File: src/rtl/slice_ff_pkg.sv
// Shared types and limits for the slice flip-flop bank and its readback engine.
// Optional feature macro: SLICE_FF_BANK_PARITY_EN (appends an even-parity bit to the readback stream).
package slice_ff_pkg;

    localparam int unsigned MAX_WIDTH = 64;
    localparam int unsigned MAX_DEPTH = 4;

    typedef enum logic {
        RB_IDLE  = 1'b0,
        RB_SHIFT = 1'b1
    } rb_state_t;

    // Number of bits in one readback stream for a bank of the given width.
    function automatic int unsigned calc_nbits(input int unsigned width);
`ifdef SLICE_FF_BANK_PARITY_EN
        return width + 1;
`else
        return width;
`endif
    endfunction

endpackage

File: src/rtl/slice_ff_bank_if.sv
// Readback capture/stream handshake between the FF bank and its consumer.
interface slice_ff_bank_if;

    logic CAP;
    logic CAP_BUSY;
    logic RB_VALID;
    logic RB_READY;
    logic RB_DOUT;
    logic RB_LAST;

    modport master (
        output CAP,
        output RB_READY,
        input  CAP_BUSY,
        input  RB_VALID,
        input  RB_DOUT,
        input  RB_LAST
    );

    modport slave (
        input  CAP,
        input  RB_READY,
        output CAP_BUSY,
        output RB_VALID,
        output RB_DOUT,
        output RB_LAST
    );

endinterface

File: src/rtl/slice_ff_chan.sv
// One flip-flop channel: DEPTH-stage clock-enabled register chain with synchronous set/reset value.
module slice_ff_chan #(
    parameter int unsigned DEPTH = 1,
    parameter logic        SRVAL = 1'b0
) (
    input  logic c_i,
    input  logic sr_i,
    input  logic ce_i,
    input  logic d_i,
    output logic q_o
);

    logic [DEPTH-1:0] stg_q;
    logic [DEPTH-1:0] stg_d;

    // Stage 0 takes D, every later stage takes its predecessor.
    always_comb begin
        stg_d = DEPTH'({stg_q, d_i});
    end

    always_ff @(posedge c_i) begin
        if (sr_i) begin
            stg_q <= {DEPTH{SRVAL}};
        end else if (ce_i) begin
            stg_q <= stg_d;
        end
    end

    assign q_o = stg_q[DEPTH-1];

endmodule

File: src/rtl/slice_ff_bank.sv
// WIDTH-channel FF bank with per-bit set/reset values and a serial, non-intrusive readback port.
// Optional feature macro: SLICE_FF_BANK_PARITY_EN.
module slice_ff_bank
    import slice_ff_pkg::*;
#(
    parameter int unsigned      WIDTH = 8,
    parameter int unsigned      DEPTH = 1,
    parameter logic [WIDTH-1:0] SRVAL = {WIDTH{1'b0}}
) (
    input  logic             C,
    input  logic             SR,
    input  logic             CE,
    input  logic [WIDTH-1:0] D,
    output logic [WIDTH-1:0] Q,
    slice_ff_bank_if.slave   rb
);

    localparam int unsigned      NBITS    = calc_nbits(WIDTH);
    localparam int unsigned      CNT_W    = $clog2(NBITS + 1);
    localparam logic [CNT_W-1:0] LAST_IDX = CNT_W'(NBITS - 1);

    if (WIDTH < 1 || WIDTH > MAX_WIDTH) begin : g_bad_width
        $error("slice_ff_bank: WIDTH out of range");
    end
    if (DEPTH < 1 || DEPTH > MAX_DEPTH) begin : g_bad_depth
        $error("slice_ff_bank: DEPTH out of range");
    end

    for (genvar i = 0; i < WIDTH; i++) begin : g_chan
        slice_ff_chan #(
            .DEPTH (DEPTH),
            .SRVAL (SRVAL[i])
        ) u_chan (
            .c_i  (C),
            .sr_i (SR),
            .ce_i (CE),
            .d_i  (D[i]),
            .q_o  (Q[i])
        );
    end

    rb_state_t        state_q, state_d;
    logic [NBITS-1:0] shadow_q, shadow_d;
    logic [CNT_W-1:0] cnt_q, cnt_d;
    logic             valid_q, valid_d;
    logic             last_q, last_d;
    logic [NBITS-1:0] cap_word;
    logic             xfer;

`ifdef SLICE_FF_BANK_PARITY_EN
    assign cap_word = {^Q, Q};
`else
    assign cap_word = Q;
`endif

    assign xfer = valid_q & rb.RB_READY;

    // Readback FSM: snapshot Q on CAP, then shift LSB-first one bit per accepted handshake.
    always_comb begin
        state_d  = state_q;
        shadow_d = shadow_q;
        cnt_d    = cnt_q;
        valid_d  = valid_q;
        case (state_q)
            RB_IDLE: begin
                if (rb.CAP) begin
                    state_d  = RB_SHIFT;
                    shadow_d = cap_word;
                    cnt_d    = '0;
                    valid_d  = 1'b1;
                end
            end
            RB_SHIFT: begin
                if (xfer) begin
                    shadow_d = shadow_q >> 1;
                    cnt_d    = cnt_q + CNT_W'(1);
                    if (last_q) begin
                        state_d = RB_IDLE;
                        valid_d = 1'b0;
                    end
                end
            end
            default: begin
                state_d = RB_IDLE;
                valid_d = 1'b0;
            end
        endcase
        last_d = valid_d && (cnt_d == LAST_IDX);
    end

    always_ff @(posedge C) begin
        if (SR) begin
            state_q  <= RB_IDLE;
            shadow_q <= '0;
            cnt_q    <= '0;
            valid_q  <= 1'b0;
            last_q   <= 1'b0;
        end else begin
            state_q  <= state_d;
            shadow_q <= shadow_d;
            cnt_q    <= cnt_d;
            valid_q  <= valid_d;
            last_q   <= last_d;
        end
    end

    assign rb.RB_VALID = valid_q;
    assign rb.CAP_BUSY = valid_q;
    assign rb.RB_DOUT  = shadow_q[0];
    assign rb.RB_LAST  = last_q;

endmodule

File: src/flat_wrapper.sv
// flat-port wrapper written by rule: the top's interface ports become plain ports
module slice_ff_bank_flat import slice_ff_pkg::*;
#(
    parameter int unsigned      WIDTH = 8,
    parameter int unsigned      DEPTH = 1,
    parameter logic [WIDTH-1:0] SRVAL = {WIDTH{1'b0}}
)
  (C, SR, CE, D, Q, rb_CAP, rb_RB_READY, rb_CAP_BUSY, rb_RB_VALID, rb_RB_DOUT, rb_RB_LAST);
  slice_ff_bank_if rb_i ();
  input  logic C;
  input  logic SR;
  input  logic CE;
  input  logic [WIDTH-1:0] D;
  output logic [WIDTH-1:0] Q;
  input wire logic [$bits(rb_i.CAP)-1:0] rb_CAP;
  input wire logic [$bits(rb_i.RB_READY)-1:0] rb_RB_READY;
  output wire logic [$bits(rb_i.CAP_BUSY)-1:0] rb_CAP_BUSY;
  output wire logic [$bits(rb_i.RB_VALID)-1:0] rb_RB_VALID;
  output wire logic [$bits(rb_i.RB_DOUT)-1:0] rb_RB_DOUT;
  output wire logic [$bits(rb_i.RB_LAST)-1:0] rb_RB_LAST;
  assign rb_i.CAP = rb_CAP;
  assign rb_i.RB_READY = rb_RB_READY;
  assign rb_CAP_BUSY = rb_i.CAP_BUSY;
  assign rb_RB_VALID = rb_i.RB_VALID;
  assign rb_RB_DOUT = rb_i.RB_DOUT;
  assign rb_RB_LAST = rb_i.RB_LAST;
  slice_ff_bank #(.WIDTH(WIDTH), .DEPTH(DEPTH), .SRVAL(SRVAL)) u_core (.C(C), .SR(SR), .CE(CE), .D(D), .Q(Q), .rb(rb_i));
endmodule
File: config.mk
export PLATFORM = sky130hd
export DESIGN_NAME = slice_ff_bank_flat
export DESIGN_NICKNAME = d
export VERILOG_FILES = /design/src/rtl/slice_ff_pkg.sv /design/src/rtl/slice_ff_bank_if.sv /design/src/rtl/slice_ff_chan.sv /design/src/rtl/slice_ff_bank.sv /design/src/flat_wrapper.sv
export SDC_FILE = /design/constraint.sdc
export NUM_CORES = 1
export LEC_CHECK = 0
export CAP_MARGIN = 0
export CORE_MARGIN = 5
export CORE_UTILIZATION = 47
export DETAILED_ROUTE_END_ITERATION = 8
export GPL_TIMING_DRIVEN = 0
export PLACE_DENSITY = 0.78
export SYNTH_ARGS = -nofsm -noshare
export SYNTH_HDL_FRONTEND = slang
export SYNTH_HIERARCHICAL = 1
export SYNTH_SLANG_ARGS = --single-unit
File: constraint.sdc
create_clock -name C -period 1.6 [get_ports C]
set_input_delay 0.24 -clock C [delete_from_list [all_inputs] [get_ports C]]
set_output_delay 0.24 -clock C [all_outputs]
set_load 0.02 [all_outputs]
; Word-level counts from Yosys, hierarchy flattened
; Index checks and enable logic that the tools add are counted.
[word_totals]
ff_bits = 23
inputBits = 13
output_inout_bits = 12
[classes]
add_sub_neg = 1
eq_ne = 3
muxes = 14
n_bitwise = 2
n_reduce_logical = 2
[op_table]
columns = operator, n
row1 = 8-bit two-way mux, 2
row2 = 8-bit case mux with 2 select lines, 1
row3 = 4-bit two-way mux, 2
row4 = 4-bit case mux with 2 select lines, 1
row5 = 1-bit two-way mux, 6
row6 = 4-bit by 1-bit adder with 4-bit output (second input constant), 1
row7 = 4-bit by 3-bit equality test with 1-bit output (second input constant), 1
row8 = 2-bit != test (second input constant), 2
row9 = 1-bit case mux with 2 select lines, 2
row10 = 2-bit AND reduction, 1
row11 = 1-bit bitwise AND, 1
row12 = 1-bit logical AND, 1
row13 = 1-bit NOT, 1

; Depth between registers and ports, before layout
[depth]
word_depth = 5
ltp_mapped = 6
ltp_nobuf = 5

; Modules after synthesis
; The synthesis kept the hierarchy.
[modules_own_cells]
columns = module, n_inst, cells_per_inst, area_per_inst_um2, seq_area_each_um2
row1 = slice_ff_bank, 1, 75, 758.2, 300.3
row2 = slice_ff_chan, 8, 3, 33.8, 20.0

; Worst setup path before layout
; Ideal clock, no wire load.
[synth_path]
path_type = reg-to-reg
startpoint = register u_core.valid_q, in the netlist u_core/rb.CAP_BUSY
endpoint = register u_core.shadow_q[0]
arrival_time_ns = 1.257
required_time_ns = 1.521
slack_ns = 0.264
stages_incl_launch_ff = 6
path_buffers = 1
period_less_slack_ns = 1.336
cell_sequence = dfxtp_1 nand2_2 a21oi_4 buf_6 nor2_1 a211oi_2
[synth_via]
elab_chain_len = 3
[synth_rtl]
columns = element, line
row1 = from (decl), slice_ff_bank.sv:45  ; logic valid_q, valid_d;
row2 = from (signal assigned), slice_ff_bank.sv:102  ; valid_q <= valid_d;
row3 = 1-bit bitwise AND, slice_ff_bank.sv:56  ; assign xfer = valid_q & rb.RB_READY;
row4 = 2-bit != test (no line), n/a
row5 = 2-bit AND reduction (no line), n/a
row6 = to (signal assigned), slice_ff_bank.sv:100  ; shadow_q <= shadow_d;
row7 = to (decl), slice_ff_bank.sv:43  ; logic [NBITS-1:0] shadow_q, shadow_d;
; Every way passes these cells.
; A chain may end at the register's enable or synchronous reset.

; Worst setup path after layout
[layout_path]
startpoint = register u_core.g_chan[1].u_chan.stg_q
endpoint = output port Q[1]
[layout_lines]
columns = element, line
row1 = from (decl), slice_ff_chan.sv:13  ; logic [DEPTH-1:0] stg_q;
row2 = from (signal assigned), slice_ff_chan.sv:23  ; stg_q <= {DEPTH{SRVAL}};
row3 = from (signal assigned), slice_ff_chan.sv:25  ; stg_q <= stg_d;
row4 = to (decl), flat_wrapper.sv:14  ; output logic [WIDTH-1:0] Q;
; No word-level cell between the ends.

==> results_tabular.tex <==
\begin{tabular}{lr}
\hline
Metric & Value \\
\hline
\multicolumn{2}{l}{\textbf{Critical path}} \\
Number of cell instances on the worst register-to-register path & 5 \\
CP max FO & 3 \\
Category of the most critical setup path & flip-flop to primary output \\
Required time at the endpoint of the critical path & 1.36 ns \\
Arrival time worst endpoint & 1.30 ns \\
CP Depth & 1 \\
Cell-by-cell trace of the critical path & clkdlybuf4s50\_1 \\
Critical Path Source Type & flip-flop \\
Delay of the slowest cell on the worst path & 0.62 ns \\
Library cell contributing the largest single delay on the critical path & sky130\_fd\_sc\_hd\_\_clkdlybuf4s50\_1 \\
Buf/Inv on CP & 1 \\
Worst path top cell family by delay & buffers and inverters \\
Endpoint class of the critical path & primary output \\
\multicolumn{2}{l}{\textbf{Clock network}} \\
Root Buffer Master & sky130\_fd\_sc\_hd\_\_clkbuf\_4 \\
Clock buffer count from CTS & 3 \\
Clock Sink Count & 23 \\
Post-CTS setup buffers & 0 \\
Post-CTS clock slew at the launch and capture registers of the worst setup and hold paths & 0.12 ns \\
Clock latency reported for the late side of the worst-skew pair & 0.30 ns \\
H-tree levels & 1 \\
TritonCTS clock tree & done \\
Quantity of hold-fixing buffers added after cts & 0 \\
Maximum root-to-sink buffer count & 2 \\
\multicolumn{2}{l}{\textbf{Place}} \\
Final weighted congestion of routability-driven global placement & 0.729 \\
Total instance count after detailed placement & 151 \\
Dpl hpwl & 1530 um \\
Dpl cell area & 1300 um2 \\
IO Port Bufs & 24 \\
\multicolumn{2}{l}{\textbf{Yosys}} \\
Yosys synthesis warning count & 6 \\
Area share of the largest cell type after synthesis & 44.8\% \\
Commonest cells in the synthesized netlist & 23 x sky130\_fd\_sc\_hd\_\_dfxtp\_1, 18 x sky130\_fd\_sc\_hd\_\_nor2\_1, 15 x sky130\_fd\_sc\_hd\_\_mux2i\_1, 5 x sky130\_fd\_sc\_hd\_\_nand2\_1, 4 x sky130\_fd\_sc\_hd\_\_a211oi\_1 \\
Syn\_nets & 113 \\
Number of flip-flops and latches in the synthesized netlist & 23 \\
Register area share after synthesis & 44.8\% \\
Yosys cell types & 31 \\
Cell Area, Synth & 1030 um2 \\
Dominant cell type by area after synthesis & sky130\_fd\_sc\_hd\_\_dfxtp\_1 \\
Syn\_area\_per\_cell & 10.4 um2 \\
Area contributors post-synth & sky130\_fd\_sc\_hd\_\_dfxtp\_1 45\%, sky130\_fd\_sc\_hd\_\_mux2i\_1 15\%, sky130\_fd\_sc\_hd\_\_nor2\_1 6.6\% \\
Number of enable flip-flop cells after synthesis & 0 \\
Top FF cell, synth & sky130\_fd\_sc\_hd\_\_dfxtp\_1 \\
Cell with the most instances after synthesis & sky130\_fd\_sc\_hd\_\_dfxtp\_1 \\
Number of instances in the synthesized netlist & 99 \\
Async set-reset flop share out of synthesis & 0\% \\
\multicolumn{2}{l}{\textbf{Power and ir drop}} \\
Total leakage power & 0.525 nW \\
Maximum ir drop on the vdd rail & 594 uV \\
Fraction of power consumed by sequential logic & 56.1\% \\
Switch share & 27.1\% \\
Logic gate share of total power & 20.5\% \\
Areal power density over the cells & 847 nW/um2 \\
Internal power component & 0.822 mW \\
Proportion of power drawn by the clock network & 23.4\% \\
Net switching power & 0.306 mW \\
\multicolumn{2}{l}{\textbf{STA}} \\
Number of hold violations in the final report & 0 \\
Relative max-transition margin & 64.4\% \\
Post-route clock period utilization & 96.3\% \\
Setup Viol. Count Final & 0 \\
Shortest period the worst path allows & 1.54 ns \\
Final number of max-transition violations & 0 \\
Unrepaired setup endpoints after global routing & false \\
Final setup skew & 0.00463 ns \\
Slew at the pin closest to its max-slew limit & 0.535 ns \\
FMAX & 0.649 GHz \\
\multicolumn{2}{l}{\textbf{Die}} \\
Site row count & 17 \\
Starting density of the core & 47.9\% \\
Floorplan die area & 3220 um2 \\
Die X-Extent & 56.8 um \\
Height of the die & 56.8 um \\
I/O pin count & 25 \\
Standard cell core area & 2150 um2 \\
\multicolumn{2}{l}{\textbf{GRT}} \\
Total global-route track usage & 13.7\% \\
Via count of the first global-routing pass & 795 \\
Initial antenna violation count & 0 \\
Total overflow reported by the global router & 0 \\
Largest net degree at the start of global routing & 14 \\
Global-route wire length before repair & 3550 um \\
\multicolumn{2}{l}{\textbf{Cells and area}} \\
Total number of nets in the final design & 142 \\
Synthesis-to-finish area growth & 29.4\% \\
Layout cells sized above 1 & 15.7\% \\
Number of antenna diodes & 0 \\
Final instance count without filler cells & 155 \\
Fill count & 182 \\
Layout Cell Area excl Fill & 1330 um2 \\
\multicolumn{2}{l}{\textbf{Worst hold path}} \\
Hold path cells & 2 \\
Worst hold path type & flip-flop to flip-flop \\
\multicolumn{2}{l}{\textbf{Detailed routing}} \\
Wire length per cell after detailed routing & 13.5 um \\
Routed wire length & 2090 um \\
Count of routing violations after the opening detailed-route iteration & 16 \\
Total vias in the final route & 816 \\
Post-detailed-route count of antenna-violating nets & 0 \\
Number of design rule violations left after detail routing & 0 \\
Routed vias/inst & 5.26 \\
Number of optimization iterations in the first detailed-route pass & 4 \\
\multicolumn{2}{l}{\textbf{Run}} \\
Count of max-cap constraint violations & 0 \\
\multicolumn{2}{l}{\textbf{Outcome}} \\
Outcome & complete, no violations \\
\hline
\end{tabular}
-- through the flow --
stage | hold WS (ns) | utilization, % | setup TNS [ns] | worst slack [ns] | power (mW)
floorplan | 0.312 | - | 0 | 0.264 | 0.780
global placement | 0.490 | 60.7 | -1.35 | -0.149 | 0.875
detailed placement | 0.503 | 60.7 | -1.50 | -0.184 | 0.880
CTS | 0.522 | 61.9 | 0 | 0.0346 | 1.14
global route | 0.546 | 62.0 | 0 | 0.00195 | 1.18
finish | 0.519 | 62.0 | 0 | 0.0598 | 1.13
-- path summary, 6_finish.rpt --
| path | slack (ns) | to | start |
|---|---|---|---|
| max | 0.06 | Q[1] | u_core/g_chan[1].u_chan/q_o |
| max reg2reg | 0.29 | u_core/rb.RB_LAST | u_core/state_q |
| min | 0.52 | u_core/shadow_q[3] | u_core/shadow_q[3] |
| min reg2reg | 0.52 | u_core/shadow_q[3] | u_core/shadow_q[3] |
-- logic make-up (layout without fill, tap and decap cells) --
group,count (synthesis),count (layout),share of synthesized area (%)
AND/OR/NAND/NOR,33,33,15.9
flip-flops,23,23,44.8
AO/OA/AOI/OAI,18,18,16.3
multiplexers,16,16,15.7
XOR/XNOR,2,2,1.70
buffers and inverters,6,34,4.38
adder cells (fa/ha/maj),1,1,1.22
-- layout by cell type, fill, tap and decap left out, drive strengths merged, types with 3 or more instances in the layout --
master	count
a211oi	7
clkbuf	5
nor2	19
a21oi	3
dfxtp	23
mux2i	15
buf	4
nand2	6
clkdlybuf4s50	21
-- layer usage --
metal  share of wire, %  GRT usage, %  vias up
met1                 42          15.7      386
met5                  0             0        -
met2                 51          24.6       19
met3                6.2          3.22        0
met4                  0          4.97        0
li1                   -             -      411
-- sequential cells by signal, indices dropped and copies added, names as in the netlist --
name / flops
u_core/g_chan.u_chan/q_o: 8
u_core/shadow_q: 8
u_core/cnt_q: 4
u_core/rb.CAP_BUSY: 1
u_core/rb.RB_LAST: 1
u_core/state_q: 1
-- repair_timing --
item                                   4_1_cts  5_1_grt
resized for setup                            3        1
setup endpoints to repair                    2        1
endpoints found under the hold margin        0        0
-- power by group through the flow --
| stage | Combinational (mW) | Clock (mW) | Sequential [mW] |
|---|---|---|---|
| floorplan | 0.119 | 0 | 0.661 |
| global placement | 0.232 | 0 | 0.643 |
| detailed placement | 0.235 | 0 | 0.645 |
| CTS | 0.234 | 0.268 | 0.633 |
| global route | 0.250 | 0.293 | 0.638 |
| finish | 0.232 | 0.264 | 0.632 |
-- cell type report --
type | count | area [um2] | share of cell area, %
buffer | 5 | 41.3 | 3.10
tap | 28 | 35.0 | 2.63
timing repair buffer | 24 | 240 | 18.0
inverter | 1 | 3.75 | 0.282
clock buffer | 4 | 26.3 | 1.97
sequential | 23 | 462 | 34.7
multi-input combinational | 70 | 523 | 39.3
Power figures use the tool's default switching activity.
